## src/rtl/gray_ptr_pkg.sv

```systemverilog
// gray_ptr_pkg: Gray/binary conversion helpers and constants shared by pointer blocks.
package gray_ptr_pkg;

   localparam int unsigned GRAY_MAX_WIDTH = 32;
   localparam logic DIR_UP   = 1'b1;
   localparam logic DIR_DOWN = 1'b0;

   function automatic logic [GRAY_MAX_WIDTH-1:0] bin2gray(input logic [GRAY_MAX_WIDTH-1:0] b);
      return b ^ (b >> 1);
   endfunction

   // Zero-extended inputs decode correctly since leading zeros contribute nothing.
   function automatic logic [GRAY_MAX_WIDTH-1:0] gray2bin(input logic [GRAY_MAX_WIDTH-1:0] g);
      logic [GRAY_MAX_WIDTH-1:0] b;
      b[GRAY_MAX_WIDTH-1] = g[GRAY_MAX_WIDTH-1];
      for (int i = GRAY_MAX_WIDTH - 2; i >= 0; i--)
         b[i] = b[i+1] ^ g[i];
      return b;
   endfunction

endpackage

```

## src/rtl/gray2bin.sv

```systemverilog
// gray2bin: combinational Gray-to-binary decoder, each bit is the XOR of all gray bits at or above it.
module gray2bin #(
   parameter int unsigned WIDTH = 8
) (
   input  logic [WIDTH-1:0] gray_i,
   output logic [WIDTH-1:0] bin_o
);

   for (genvar i = 0; i < WIDTH; i++) begin : g_bit
      assign bin_o[i] = ^gray_i[WIDTH-1:i];
   end

endmodule

```

## src/rtl/gray_ptr_level.sv

```systemverilog
// gray_ptr_level: up/down Gray pointer with wrap pulse and optional fill level against a peer.
// Define GRAY_PTR_LEVEL_EN to build the peer decode and level register; otherwise level is 0.
module gray_ptr_level
   import gray_ptr_pkg::*;
#(
   parameter int unsigned WIDTH = 8,
   parameter int unsigned SAT   = 0
) (
   input  logic             clk_counter,
   input  logic             reset_counter_n,
   input  logic             clear,
   input  logic             ce,
   input  logic             dir,
   input  logic             load,
   input  logic [WIDTH-1:0] load_value,
   input  logic [WIDTH-1:0] peer_gray,
   output logic [WIDTH-1:0] binary_out,
   output logic [WIDTH-1:0] gray_out,
   output logic             wrap,
   output logic [WIDTH-1:0] level
);

   localparam logic [WIDTH-1:0] ONE = WIDTH'(1);

   logic [WIDTH-1:0]          count_q, count_d, gray_q, gray_d;
   logic [GRAY_MAX_WIDTH-1:0] gray_full;
   logic                      wrap_q, wrap_d, step, at_edge;

   always_comb begin
      step      = ce & ~clear & ~load;
      at_edge   = (dir == DIR_UP) ? (count_q == '1) : (count_q == '0);
      count_d   = clear ? '0
                : load  ? load_value
                : !ce   ? count_q
                : (SAT != 0 && at_edge) ? count_q
                : (dir == DIR_UP) ? count_q + ONE : count_q - ONE;
      wrap_d    = (SAT == 0) && step && at_edge;
      gray_full = bin2gray(GRAY_MAX_WIDTH'(count_d));
      gray_d    = gray_full[WIDTH-1:0];
   end

   // Gray is registered from the next count so it never glitches relative to binary_out.
   always_ff @(posedge clk_counter or negedge reset_counter_n) begin
      if (!reset_counter_n) begin
         count_q <= '0;
         gray_q  <= '0;
         wrap_q  <= 1'b0;
      end else begin
         count_q <= count_d;
         gray_q  <= gray_d;
         wrap_q  <= wrap_d;
      end
   end

   assign binary_out = count_q;
   assign gray_out   = gray_q;
   assign wrap       = wrap_q;

`ifdef GRAY_PTR_LEVEL_EN
   logic [WIDTH-1:0] peer_bin, level_q, level_d;

   gray2bin #(.WIDTH(WIDTH)) u_peer (
      .gray_i (peer_gray),
      .bin_o  (peer_bin)
   );

   assign level_d = count_d - peer_bin;

   always_ff @(posedge clk_counter or negedge reset_counter_n) begin
      if (!reset_counter_n)
         level_q <= '0;
      else
         level_q <= level_d;
   end

   assign level = level_q;
`else
   logic unused_peer;

   assign unused_peer = ^peer_gray;
   assign level       = '0;
`endif

endmodule

```

## config.mk

```make
export PLATFORM = sky130hd
export DESIGN_NAME = gray_ptr_level
export DESIGN_NICKNAME = d
export VERILOG_FILES = /design/src/rtl/gray_ptr_pkg.sv /design/src/rtl/gray2bin.sv /design/src/rtl/gray_ptr_level.sv
export SDC_FILE = /design/constraint.sdc
export NUM_CORES = 1
export LEC_CHECK = 0
export CAP_MARGIN = 10
export CORE_MARGIN = 3
export CORE_UTILIZATION = 38
export DETAILED_ROUTE_END_ITERATION = 12
export GPL_TIMING_DRIVEN = 1
export PLACE_DENSITY_LB_ADDON = 0.1
export SYNTH_ARGS = -nofsm -noshare
export SYNTH_HDL_FRONTEND = slang
export SYNTH_HIERARCHICAL = 1
export SYNTH_SLANG_ARGS = --single-unit
export TNS_END_PERCENT = 50
```

## constraint.sdc

```tcl
create_clock -name clk_counter -period 2 [get_ports clk_counter]
set_input_delay 0.4 -clock clk_counter [delete_from_list [all_inputs] [get_ports clk_counter]]
set_output_delay 0.4 -clock clk_counter [all_outputs]
set_load 0.01 [all_outputs]
```

Word-level counts from Yosys, hierarchy flattened. Cells that the tools add are included.

Register bits: 17. Output and inout port bits: 25. Logic and storage cells: 18.

Add/sub/neg operators: 2. Equality and inequality tests: 1. Mux-type cells: 5. Bitwise gates (word level): 5. Reductions and logical operators: 2.

Operators by type and width (number): 8-bit 2-to-1 mux (4); 8-bit by 1-bit adder with 8-bit output (second input constant) (1); 8-bit equality test (second input constant) (1); 8-bit logical NOT (1); 8-bit by 1-bit subtractor with 8-bit output (second input constant) (1); 8-bit by 7-bit XOR with 8-bit output (1); 1-bit bitwise AND (2); 1-bit NOT (2); 1-bit logical AND (1); 1-bit 2-to-1 mux (1).

Longest topological paths before layout. Gate-level depths: netlist of the first run.

Depth after elaboration: 6. Mapped depth: 8. Mapped depth without buffers: 8.

Least setup slack after synthesis of the first run. No wires, ideal clock.

Path type: reg-to-reg. From: register count_q[0] (netlist: binary_out[0]). To: register gray_q[4] (netlist: gray_out[4]). Setup time: 0.121 ns. Data arrival time: 2.071 ns. Data required time: 1.879 ns. Slack: -0.192 ns. Stages on the path, launching flop included: 9. Buffers on the path: 0. Path through: dfrtp_1 -> inv_1 -> fa_1 -> nand2b_1 -> a21oi_1 -> mux2_2 -> a221oi_2 -> xor2_1 -> nor2_1.

Word-level cells in the longest chain between the ends: 6. Elaborated cells on any way between the ends: 7. Classes of those cells: 2 x add/sub; 4 x mux; 1 x bitwise.

Ends and longest elaborated chain: start, declared (RTL line gray_ptr_level.sv:25) `logic [WIDTH-1:0] count_q, count_d, gray_q, gray_d;`; start signal, assigned (RTL line gray_ptr_level.sv:49) `count_q <= count_d;`; 8-bit by 1-bit subtractor with 8-bit output / 8-bit by 1-bit adder with 8-bit output (equally long branches) (RTL line gray_ptr_level.sv:36) `: (dir == DIR_UP) ? count_q + ONE : count_q - ONE;`; 8-bit 2-to-1 mux * (RTL line gray_ptr_level.sv:36); 8-bit 2-to-1 mux * (RTL line gray_ptr_level.sv:34) `: !ce ? count_q`; 8-bit 2-to-1 mux * (RTL line gray_ptr_level.sv:33) `: load ? load_value`; 8-bit 2-to-1 mux * (RTL line gray_ptr_level.sv:32) `count_d = clear ? '0`; 8-bit by 7-bit XOR with 8-bit output * (RTL line gray_ptr_pkg.sv:9) `return b ^ (b >> 1);`; named net gray_full[4] (RTL line gray_ptr_level.sv:26) `logic [GRAY_MAX_WIDTH-1:0] gray_full;`; end signal, assigned (RTL line gray_ptr_level.sv:50) `gray_q <= gray_d;`; end, declared (RTL line gray_ptr_level.sv:25).

The timed path passes the listed nets; every way through them passes the cells marked *.

Worst setup path after layout of the first run.
From: register count_q[1] (netlist: binary_out[1]). To: register gray_q[4] (netlist: gray_out[4]).

Same word-level chain as after synthesis.

==> out/results.tsv, run 1 <==
stage	metric	value	unit
sta	rsz0062_at_grt	yes	
synthesis	synth_area	1120	µm²
drt	wl	2.87	mm
pwr	vdd_drop_max	0.509	mV
setup_path	worstPathCellList	inv_2, fa_2, nand2b_4, a21oi_2, mux2_4, a221oi_4, xor2_1, nor2_1	
synthesis	synth.ff_latch_count	16	
sta	max_freq	489	MHz
setup_path	max_stage_delay	0.40	ns
clocking	h-tree-depth	1	
layout	final_cell_mix	buf_4, clkdlybuf4s50_1, nor2_1, dfrtp_1	
drt	remaining_drc_errors	0	
setup_path	worstPathMaxFanout	3	
place	place_area	1620	µm²
floorplanning	start_util	0.403	
layout	diodes	0	
clocking	cts_max_path_buffers	2	
layout	nNetsFinal	207	
pwr	power_density	607	nW/µm²
clocking	worstSkewPairLatency	0.30	ns
setup_path	crit_family	flip-flops	
synthesis	syn_avg_cell_area	9.42	µm²
synthesis	seq_area_frac_synth	0.357	
clocking	cts_tree	built	
setup_path	cp-start-kind	flip-flop	
hold_path	min_path_type	in -> async	
layout	fin_area	1750	µm²
drt	viasPerCell	5.03	
global_routing	grtUsageTotal	0.169	
setup_path	cp_num_buf_inv	1	
sta	fin_ws	-0.0456	ns
global_routing	grt_start_max_net_pins	17	
sta	fin_skew	0.0155	ns
clocking	clkSinkCount	16	
run_status	status	complete, but fails checks	
pwr	leakage	0.000787	µW
sta	period_share	1.02	
global_routing	antenna_found_initial	0	
clocking	cts_buffers	3	
sta	whs	0.401	ns
synthesis	synth_cell_types	33	
clocking	hold_buffers	0	
floorplanning	die_area	3640	µm²
synthesis	synthCells	119	
global_routing	grt_pass1_wl	4.46	mm
pwr	p_int	727	µW
clocking	clockRootBuffer	clkbuf_4	
pwr	comb_power_share	0.437	
floorplanning	io_pins	47	
setup_path	arrival	2.23	ns
flow_run	cap_violations	0	
setup_path	worstSetupPathType	reg -> reg	
synthesis	yosysWarnings	6	
clocking	clk_pin_slew_worst_paths	0.10	ns
pwr	p_seq_frac	0.357	
drt	dr.pass1.iters	6	
layout	final_util	0.630	
layout	syn_to_final_growth	56.4	%
sta	slew_violations	0	
pwr	switching_share	0.317	
floorplanning	core	2780	µm²
place	globalplace.congestion	0.808	
drt	ant_nets	0	
place	port_buffers	30	
setup_path	crit_path_top_delay_cell	dfrtp_1	
layout	drive_gt1_frac	0.322	
floorplanning	rows	19	
sta	setup_violations	2	
drt	route.vias.total	1046	
place	hpwl	2.30	mm
floorplanning	die_w	60.3	µm
sta	tns	-0.0473	ns
floorplanning	die_h	60.3	µm
place	pre_cts_ws	-0.676	ns
drt	drt-initial-drc-count	37	
pwr	pwr-share-clk	0.206	
global_routing	grt-ovfl-total	0	
global_routing	first_global_vias	1044	
setup_path	required	2.18	ns
drt	avgRoutedWirePerCell	13.8	µm
layout	final_common_cell	buf_4	
sta	finalCriticalPeriod	2.05	ns
run_status	violations	setup timing	
sta	hold_viol_final	0	
pwr	power.switching	337	µW
setup_path	cp-end-kind	flip-flop	
## timing repair
action,CTS,global route
setup buffers,3,1
setup endpoints to repair,12,6
pin swaps,1,6
gates resized for setup,7,9
hold endpoints to repair,0,0
## power by group through the flow
stage | Sequential (µW) | Clock, µW | Combinational, µW
2_1_floorplan | 407 | 0 | 212
3_3_place_gp | 384 | 0 | 422
3_5_place_dp | 386 | 0 | 427
4_1_cts | 380 | 222 | 445
5_1_grt | 384 | 233 | 506
6_report | 380 | 219 | 465
## cell usage after synthesis
master / count / share of area
a21oi_1: 4 / 0.018
nor3_1: 5 / 0.022
mux2_4: 1 / 0.013
nand4_1: 2 / 0.011
nand2b_1: 2 / 0.011
xor2_1: 3 / 0.023
a221oi_2: 1 / 0.013
buf_2: 2 / 0.0089
nand2_1: 6 / 0.020
o21a_1: 2 / 0.013
inv_1: 6 / 0.020
o21ai_0: 2 / 0.0089
a31oi_1: 2 / 0.011
nor3b_1: 2 / 0.013
a221oi_4: 1 / 0.023
a21o_1: 2 / 0.013
mux2_2: 2 / 0.020
mux2i_1: 1 / 0.0089
fa_1: 1 / 0.018
o21ai_2: 1 / 0.0078
a211oi_1: 1 / 0.0067
nor4_1: 2 / 0.011
ha_1: 6 / 0.067
a211oi_2: 1 / 0.011
o31ai_1: 1 / 0.0067
dfrtp_1: 16 / 0.36
o31a_1: 1 / 0.0078
buf_4: 11 / 0.074
xnor2_1: 9 / 0.070
nor2_1: 18 / 0.060
conb_1: 1 / 0.0033
nor2b_1: 2 / 0.011
a22oi_1: 2 / 0.013
## worst paths after layout
path	from	end	slack, ns	depth (start not counted)
setup reg to reg	binary_out[1]	gray_out[4]	-0.05	8
hold / removal	reset_counter_n	gray_out[3]	0.40	2
min in group clk_counter	binary_out[3]	binary_out[3]	0.71	3
max in group asynchronous	reset_counter_n	gray_out[4]	1.40	2
hold reg to reg	binary_out[3]	binary_out[3]	0.71	3
setup / recovery	binary_out[1]	gray_out[4]	-0.05	8
## flip-flops by register name (all words and copies together) (netlist names)
signal      flops
binary_out      8
gray_out        7
wrap            1
## metal layers
layer  part of all wire  track usage  wire length [µm]
met1               0.40        0.186              1140
met2               0.54        0.323              1550
met3              0.050       0.0410               143
met4              0.013       0.0380                38
met5                  0            0                 0
## cell families after synthesis
logic type | share of synthesized area
AO/OA/AOI/OAI | 0.155
XOR/XNOR | 0.0938
adder cells (fa/ha/maj) | 0.0848
buffers and inverters | 0.103
flip-flops | 0.357
multiplexers | 0.0424
other | 0.00335
AND/OR/NAND/NOR | 0.161
## per-stage QoR
step           instances  power [µW]
5_1_grt              208        1120
4_1_cts              207        1050
3_3_place_gp         200         807
3_5_place_dp         200         813
6_report             208        1060
2_1_floorplan        126         619
## worst register-to-register path: cells and delay by family, from the launching register on
kind / cells / cell delay (ns)
flops: 1 / 0.40
simple gates: 2 / 0.21
compound gates: 2 / 0.40
mux: 1 / 0.33
xor+xnor: 1 / 0.18
fa+ha+maj: 1 / 0.34
buf+inv: 1 / 0.06
## layout make-up
type / count / area (µm²)
Inverter: 6 / 25.0
Sequential cell: 16 / 402
Multi-Input combinational cell: 91 / 731
Tap cell: 31 / 38.8
Clock buffer: 4 / 36.3
Timing Repair Buffer: 60 / 520
Fill cell: 237 / 1030
Note: power is estimated with default switching activity, not from simulation.
==> inputs of run 2 (changes only) <==
--- a/config.mk
+++ b/config.mk
@@ -6,11 +6,13 @@
 export NUM_CORES = 1
 export LEC_CHECK = 0
 export CAP_MARGIN = 10
+export CORE_ASPECT_RATIO = 0.7
 export CORE_MARGIN = 3
 export CORE_UTILIZATION = 38
 export DETAILED_ROUTE_END_ITERATION = 12
 export GPL_TIMING_DRIVEN = 1
 export PLACE_DENSITY_LB_ADDON = 0.1
+export RECOVER_POWER = 100
 export SYNTH_ARGS = -nofsm -noshare
 export SYNTH_HDL_FRONTEND = slang
 export SYNTH_HIERARCHICAL = 1
==> run 2 against run 1 <==
  * Power increased by 0.18%
  * Worst hold slack better by 0.37 ns
  * Combinational power down 4.7%
  * Count of clock-buffer cells in the layout did not move
  * Worst setup slack worse by 0.0076 ns
  * Register-to-register slack hardly changed
  * First-iteration DRC count rose by 19%
  * Routed wire length decreased by 1.3%
  * Largest power group unchanged
  * The flow still finishes with violations (setup timing)
  * Final cell count down 0.48%
==> out/results.tsv, run 2 (synthesis results as in run 1) <==
stage	metric	value	unit	change
flow_run	cap_violations	0		unchanged
pwr	vdd_drop_max	0.416	mV	-18%
layout	largest_register_ffs	8		unchanged
run_status	status	complete, but fails checks		
clocking	cts_tree	built		
pwr	leakage	0.000804	µW	+2.1%
sta	hold_viol_final	0		unchanged
clocking	clockRootBuffer	clkbuf_8		
sta	slew_violations	0		unchanged
sta	tns	-0.203	ns	-0.155 ns
layout	syn_to_final_growth	53.5	%	
drt	remaining_drc_errors	0		unchanged
setup_path	r2r_start	binary_out[0]		
setup_path	worstRegToRegCells	8		unchanged
place	globalplace.congestion	0.831		+2.9%
global_routing	grt_pass1_wl	5.02	mm	+13%
sta	period_share	1.03		+0.00379
place	port_buffers	30		unchanged
clocking	h-tree-depth	1		unchanged
layout	final_common_cell	buf_4		
pwr	power_density	620	nW/µm²	+2.1%
drt	route.vias.total	1032		-1.3%
setup_path	cp-end-kind	flip-flop		
clocking	hold_buffers	0		unchanged
drt	dr.pass1.iters	4		-2
sta	max_freq	487	MHz	-0.37%
setup_path	worstPathMaxFanout	3		unchanged
drt	avgRoutedWirePerCell	13.7	µm	-0.78%
layout	diodes	0		unchanged
hold_path	min_path_type	in -> async		
global_routing	antenna_found_initial	0		unchanged
floorplanning	core	2630	µm²	-5.5%
global_routing	grt-ovfl-total	0		unchanged
layout	final_cell_mix	buf_4, dlygate4sd3_1, nor2_1, dfrtp_1		
floorplanning	io_pins	47		unchanged
setup_path	r2r_end	gray_out[4]		
floorplanning	rows	15		-4
sta	finalCriticalPeriod	2.05	ns	+0.00758 ns
layout	nNetsFinal	203		-1.9%
setup_path	required	2.14	ns	-0.04 ns
floorplanning	die_h	51.4	µm	-15%
layout	n_fill_cell	221		-6.8%
sta	fin_ws	-0.0532	ns	-0.00758 ns
clocking	cts_buffers	3		unchanged
setup_path	max_stage_delay	0.39	ns	about the same
setup_path	arrival	2.19	ns	-0.04 ns
setup_path	crit_path_top_delay_cell	fa_2		
clocking	worstSkewPairLatency	0.25	ns	-0.05 ns
drt	drt-initial-drc-count	44		+19%
place	hpwl	2.31	mm	+0.18%
floorplanning	die_area	3650	µm²	+0.29%
clocking	clk_pin_slew_worst_paths	0.06	ns	-0.04 ns
drt	wl	2.84	mm	-1.3%
setup_path	rrSetupSlack	-0.05	ns	about the same
sta	worst_pin_slew	0.837	ns	
setup_path	worstSetupPathType	reg -> reg		
global_routing	first_global_vias	1082		+3.6%
setup_path	cp-start-kind	flip-flop		
global_routing	grtUsageTotal	0.178		+0.00861
setup_path	worstPathCellList	inv_2, fa_2, nand2b_4, a21oi_4, mux2_4, a221oi_4, xor2_1, nor2_1		
global_routing	grt_start_max_net_pins	17		unchanged
drt	ant_nets	0		unchanged
sta	relSlewSlack	0.442		
clocking	cts_max_path_buffers	2		unchanged
sta	setup_violations	6		+4
clocking	clkSinkCount	16		unchanged
sta	whs	0.769	ns	+0.368 ns
sta	fin_skew	0.00651	ns	-0.00903 ns
layout	drive_gt1_frac	0.289		-0.0330
floorplanning	start_util	0.427		+0.0236
floorplanning	die_w	70.9	µm	+18%
sta	rsz0062_at_grt	yes		
drt	viasPerCell	4.99		-0.86%
run_status	violations	setup timing		
run 2: worst max-delay path, delay by kind of cell (launching register included):
| kind | cells | cell delay [ns] |
|---|---|---|
| AO/OA/AOI/OAI | 2 | 0.41 |
| multiplexers | 1 | 0.33 |
| buffers and inverters | 1 | 0.04 |
| flip-flops | 1 | 0.38 |
| adder cells (fa/ha/maj) | 1 | 0.39 |
| AND/OR/NAND/NOR | 2 | 0.22 |
| XOR/XNOR | 1 | 0.18 |
run 2: final cells by class:
type	count	area [µm²]	share of cell area
Clock buffer	4	45.0	0.0262
Multi-Input combinational cell	91	713	0.415
Tap cell	34	42.5	0.0247
Sequential cell	16	402	0.233
Timing Repair Buffer	56	493	0.287
Inverter	6	25.0	0.0145
run 2: power by group:
| group | internal, µW | switching (µW) |
|---|---|---|
| sequential | 359 | 17.7 |
| combinational | 232 | 211 |
| clock | 141 | 105 |
| total | 732 | 334 |
run 2: worst max-delay path by stage:
stage                     slack (ns)           from  cells past startpoint           to
final                          -0.05  binary_out[0]                      8  gray_out[4]
after global routing           -0.14  binary_out[0]                      8  gray_out[4]
after CTS                      -0.05  binary_out[1]                      8  gray_out[4]
after detailed placement       -0.77            dir                     10  gray_out[6]
after global placement         -0.67            dir                     10  gray_out[6]
after floorplan                0.001  binary_out[0]                      8  gray_out[4]
run 2: what timing repair did:
| action | 4_1_cts | 5_1_grt |
|---|---|---|
| pin swaps | 6 | 5 |
| endpoints found under the setup margin | 13 | 7 |
| buffers inserted | 3 | 1 |
| resized for setup | 13 | 3 |
run 2: per-stage QoR:
| step | power (µW) | cells | setup slack [ns] | cell area [µm²] | utilization |
|---|---|---|---|---|---|
| 6_report | 1070 | 207 | -0.0532 | 1720 | 0.655 |
| 5_1_grt | 1140 | 207 | -0.138 | 1720 | 0.655 |
| 4_1_cts | 1090 | 206 | -0.0550 | 1710 | 0.651 |
| 3_5_place_dp | 807 | 199 | -0.765 | 1590 | 0.606 |
| 3_3_place_gp | 798 | 199 | -0.670 | 1590 | 0.606 |
| 2_1_floorplan | 619 | 126 | 0.00109 | 1180 | - |
run 2: metal layers:
metal	vias up	wire, µm	GRT usage
met5	-	0	0
li1	507	-	-
met3	2	173	0.0570
met4	0	25	0.0375
met1	481	1310	0.236
met2	42	1320	0.285
==> inputs of run 3 (changes only) <==
--- a/config.mk
+++ b/config.mk
@@ -9,10 +9,12 @@
 export CORE_ASPECT_RATIO = 0.7
 export CORE_MARGIN = 3
 export CORE_UTILIZATION = 38
+export CTS_CLUSTER_DIAMETER = 50
 export DETAILED_ROUTE_END_ITERATION = 12
 export GPL_TIMING_DRIVEN = 1
 export PLACE_DENSITY_LB_ADDON = 0.1
 export RECOVER_POWER = 100
+export SKIP_LAST_GASP = 1
 export SYNTH_ARGS = -nofsm -noshare
 export SYNTH_HDL_FRONTEND = slang
 export SYNTH_HIERARCHICAL = 1
==> run 3 against run 2 <==
  * Largest power group unchanged
  * Fmax about the same
  * Clock skew shrank 0.0021 ns
  * Non-clock buffer count did not move
  * The run still ends with setup timing left
  * Highest routed layer unchanged
  * Critical endpoint unchanged
  * Critical path depth stayed put
==> out/results.tsv, run 3 (synthesis results as in run 1) <==
stage	metric	value	unit	change
layout	drive_gt1_frac	0.277		-0.0116
layout	finalNonFillerCells	207		unchanged
floorplanning	rows	15		unchanged
drt	avgRoutedWirePerCell	13.7	µm	-0.18%
sta	worst_pin_slew	0.832	ns	-0.00459 ns
layout	fin_area	1710	µm²	-0.58%
floorplanning	start_util	0.427		unchanged
drt	wl	2.83	mm	-0.18%
drt	remaining_drc_errors	0		unchanged
floorplanning	die_h	51.4	µm	unchanged
clocking	clk_pin_slew_worst_paths	0.06	ns	about the same
layout	largest_register_ffs	8		unchanged
place	place_inst	199		unchanged
drt	drt-initial-drc-count	26		-41%
clocking	hold_buffers	0		unchanged
global_routing	grt_pass1_wl	4.97	mm	-0.84%
sta	relSlewSlack	0.445		+0.00306
pwr	vdd_drop_max	0.415	mV	-0.42%
sta	finalCriticalPeriod	2.05	ns	-0.00120 ns
clocking	cts_max_path_buffers	2		unchanged
drt	viasPerCell	4.97		-0.29%
pwr	leakage	0.000803	µW	-0.13%
setup_path	required	2.14	ns	about the same
setup_path	cp-end-kind	flip-flop		
clocking	cts_buffers	3		unchanged
place	port_buffers	30		unchanged
flow_run	cap_violations	0		unchanged
place	place_area	1590	µm²	unchanged
setup_path	arrival	2.19	ns	about the same
global_routing	grt-ovfl-total	0		unchanged
clocking	clkSinkCount	16		unchanged
setup_path	max_stage_delay	0.39	ns	about the same
layout	multi_input_area	703	µm²	-1.4%
global_routing	grtUsageTotal	0.177		-0.000844
clocking	clockRootBuffer	clkbuf_8		
sta	rsz0062_at_grt	yes		
sta	fin_skew	0.00442	ns	-0.00209 ns
layout	regArea	402	µm²	unchanged
layout	final_common_cell	buf_4		
pwr	p_total	1060	µW	-0.61%
layout	n_fill_cell	221		unchanged
sta	period_share	1.03		about the same
floorplanning	core	2630	µm²	unchanged
setup_path	worstSetupPathType	reg -> reg		
global_routing	grt_start_max_net_pins	17		unchanged
run_status	status	complete, but fails checks		
drt	ant_nets	0		unchanged
floorplanning	die_w	70.9	µm	unchanged
pwr	power_density	620	nW/µm²	about the same
setup_path	worstPathCellList	inv_2, fa_2, nand2b_4, a21oi_4, mux2_4, a221oi_4, xor2_1, nor2_1		
setup_path	cp-start-kind	flip-flop		
place	globalplace.congestion	0.831		unchanged
drt	dr.pass1.iters	4		unchanged
layout	final_util	0.651		-0.00381
hold_path	min_path_type	in -> async		
sta	hold_viol_final	0		unchanged
drt	route.vias.total	1029		-0.29%
floorplanning	io_pins	47		unchanged
layout	diodes	0		unchanged
setup_path	crit_path_top_delay_cell	fa_2		
clocking	worstSkewPairLatency	0.25	ns	about the same
sta	tns	-0.204	ns	-0.000970 ns
global_routing	antenna_found_initial	0		unchanged
sta	fin_ws	-0.0520	ns	+0.00120 ns
sta	slew_violations	0		unchanged
sta	setup_violations	6		unchanged
layout	nNetsFinal	203		unchanged
global_routing	first_global_vias	1071		-1.0%
clocking	cts_tree	built		
run_status	violations	setup timing		
layout	final_cell_mix	buf_4, dlygate4sd3_1, nor2_1, dfrtp_1		
layout	syn_to_final_growth	52.6	%	
floorplanning	die_area	3650	µm²	unchanged
sta	max_freq	487	MHz	about the same
place	hpwl	2.31	mm	unchanged
setup_path	worstPathMaxFanout	3		unchanged
clocking	h-tree-depth	1		unchanged
-- run 3: cell counts in the layout (fill, tap and decap cells not counted) --
No cell type changed its count.
-- run 3: cell type report --
| type | count | area share |
|---|---|---|
| timing repair buffer | 56 | 0.288 |
| clock buffer | 4 | 0.0263 |
| sequential | 16 | 0.235 |
| tap | 34 | 0.0249 |
| inverter | 6 | 0.0146 |
| multi-input combinational | 91 | 0.411 |
-- run 3: critical path, delay by kind of cell (launching register included) --
kind                     cells  cell delay [ns]
AO/OA/AOI/OAI                2             0.41
adder cells (fa/ha/maj)      1             0.39
flip-flops                   1             0.37
multiplexers                 1             0.33
AND/OR/NAND/NOR              2             0.22
XOR/XNOR                     1             0.18
buffers and inverters        1             0.04
-- run 3: routing by layer --
metal  routed length (µm)  global-route usage
met1                 1310               0.237
met4                   25              0.0375
met3                  163              0.0570
met2                 1330               0.280
met5                    0                   0
-- run 3: timing repair --
action                                  CTS  global route
resized for setup                        12             2
buffers inserted                          3             1
endpoints found under the setup margin   13             7
cloned                                    0             0
pin swaps                                 6             5
-- run 3: path summary, 6_finish.rpt --
check	startpoint	endpoint	slack [ns]	depth (start not counted)
worst max-delay path	binary_out[0]	gray_out[4]	-0.05	8
worst min-delay path	reset_counter_n	binary_out[4]	0.77	2
worst max register to register	binary_out[0]	gray_out[4]	-0.05	8
worst min register to register	binary_out[4]	gray_out[4]	0.79	4
max in group asynchronous	reset_counter_n	binary_out[0]	0.66	2
min in group clk_counter	binary_out[4]	gray_out[4]	0.79	4
-- run 3: power by group --
part	total (µW)	leakage (µW)	switching, µW	internal, µW
Clock	244	0.0000228	103	141
Sequential	377	0.000207	17.7	359
Combinational	439	0.000573	208	230
-- run 3: metrics by stage --
| step | hold WS, ns | setup WS [ns] |
|---|---|---|
| floorplan | 0.104 | 0.00109 |
| global placement | 0.685 | -0.670 |
| detailed placement | 0.700 | -0.765 |
| CTS | 0.480 | -0.0550 |
| global route | 0.854 | -0.138 |
| finish | 0.769 | -0.0520 |
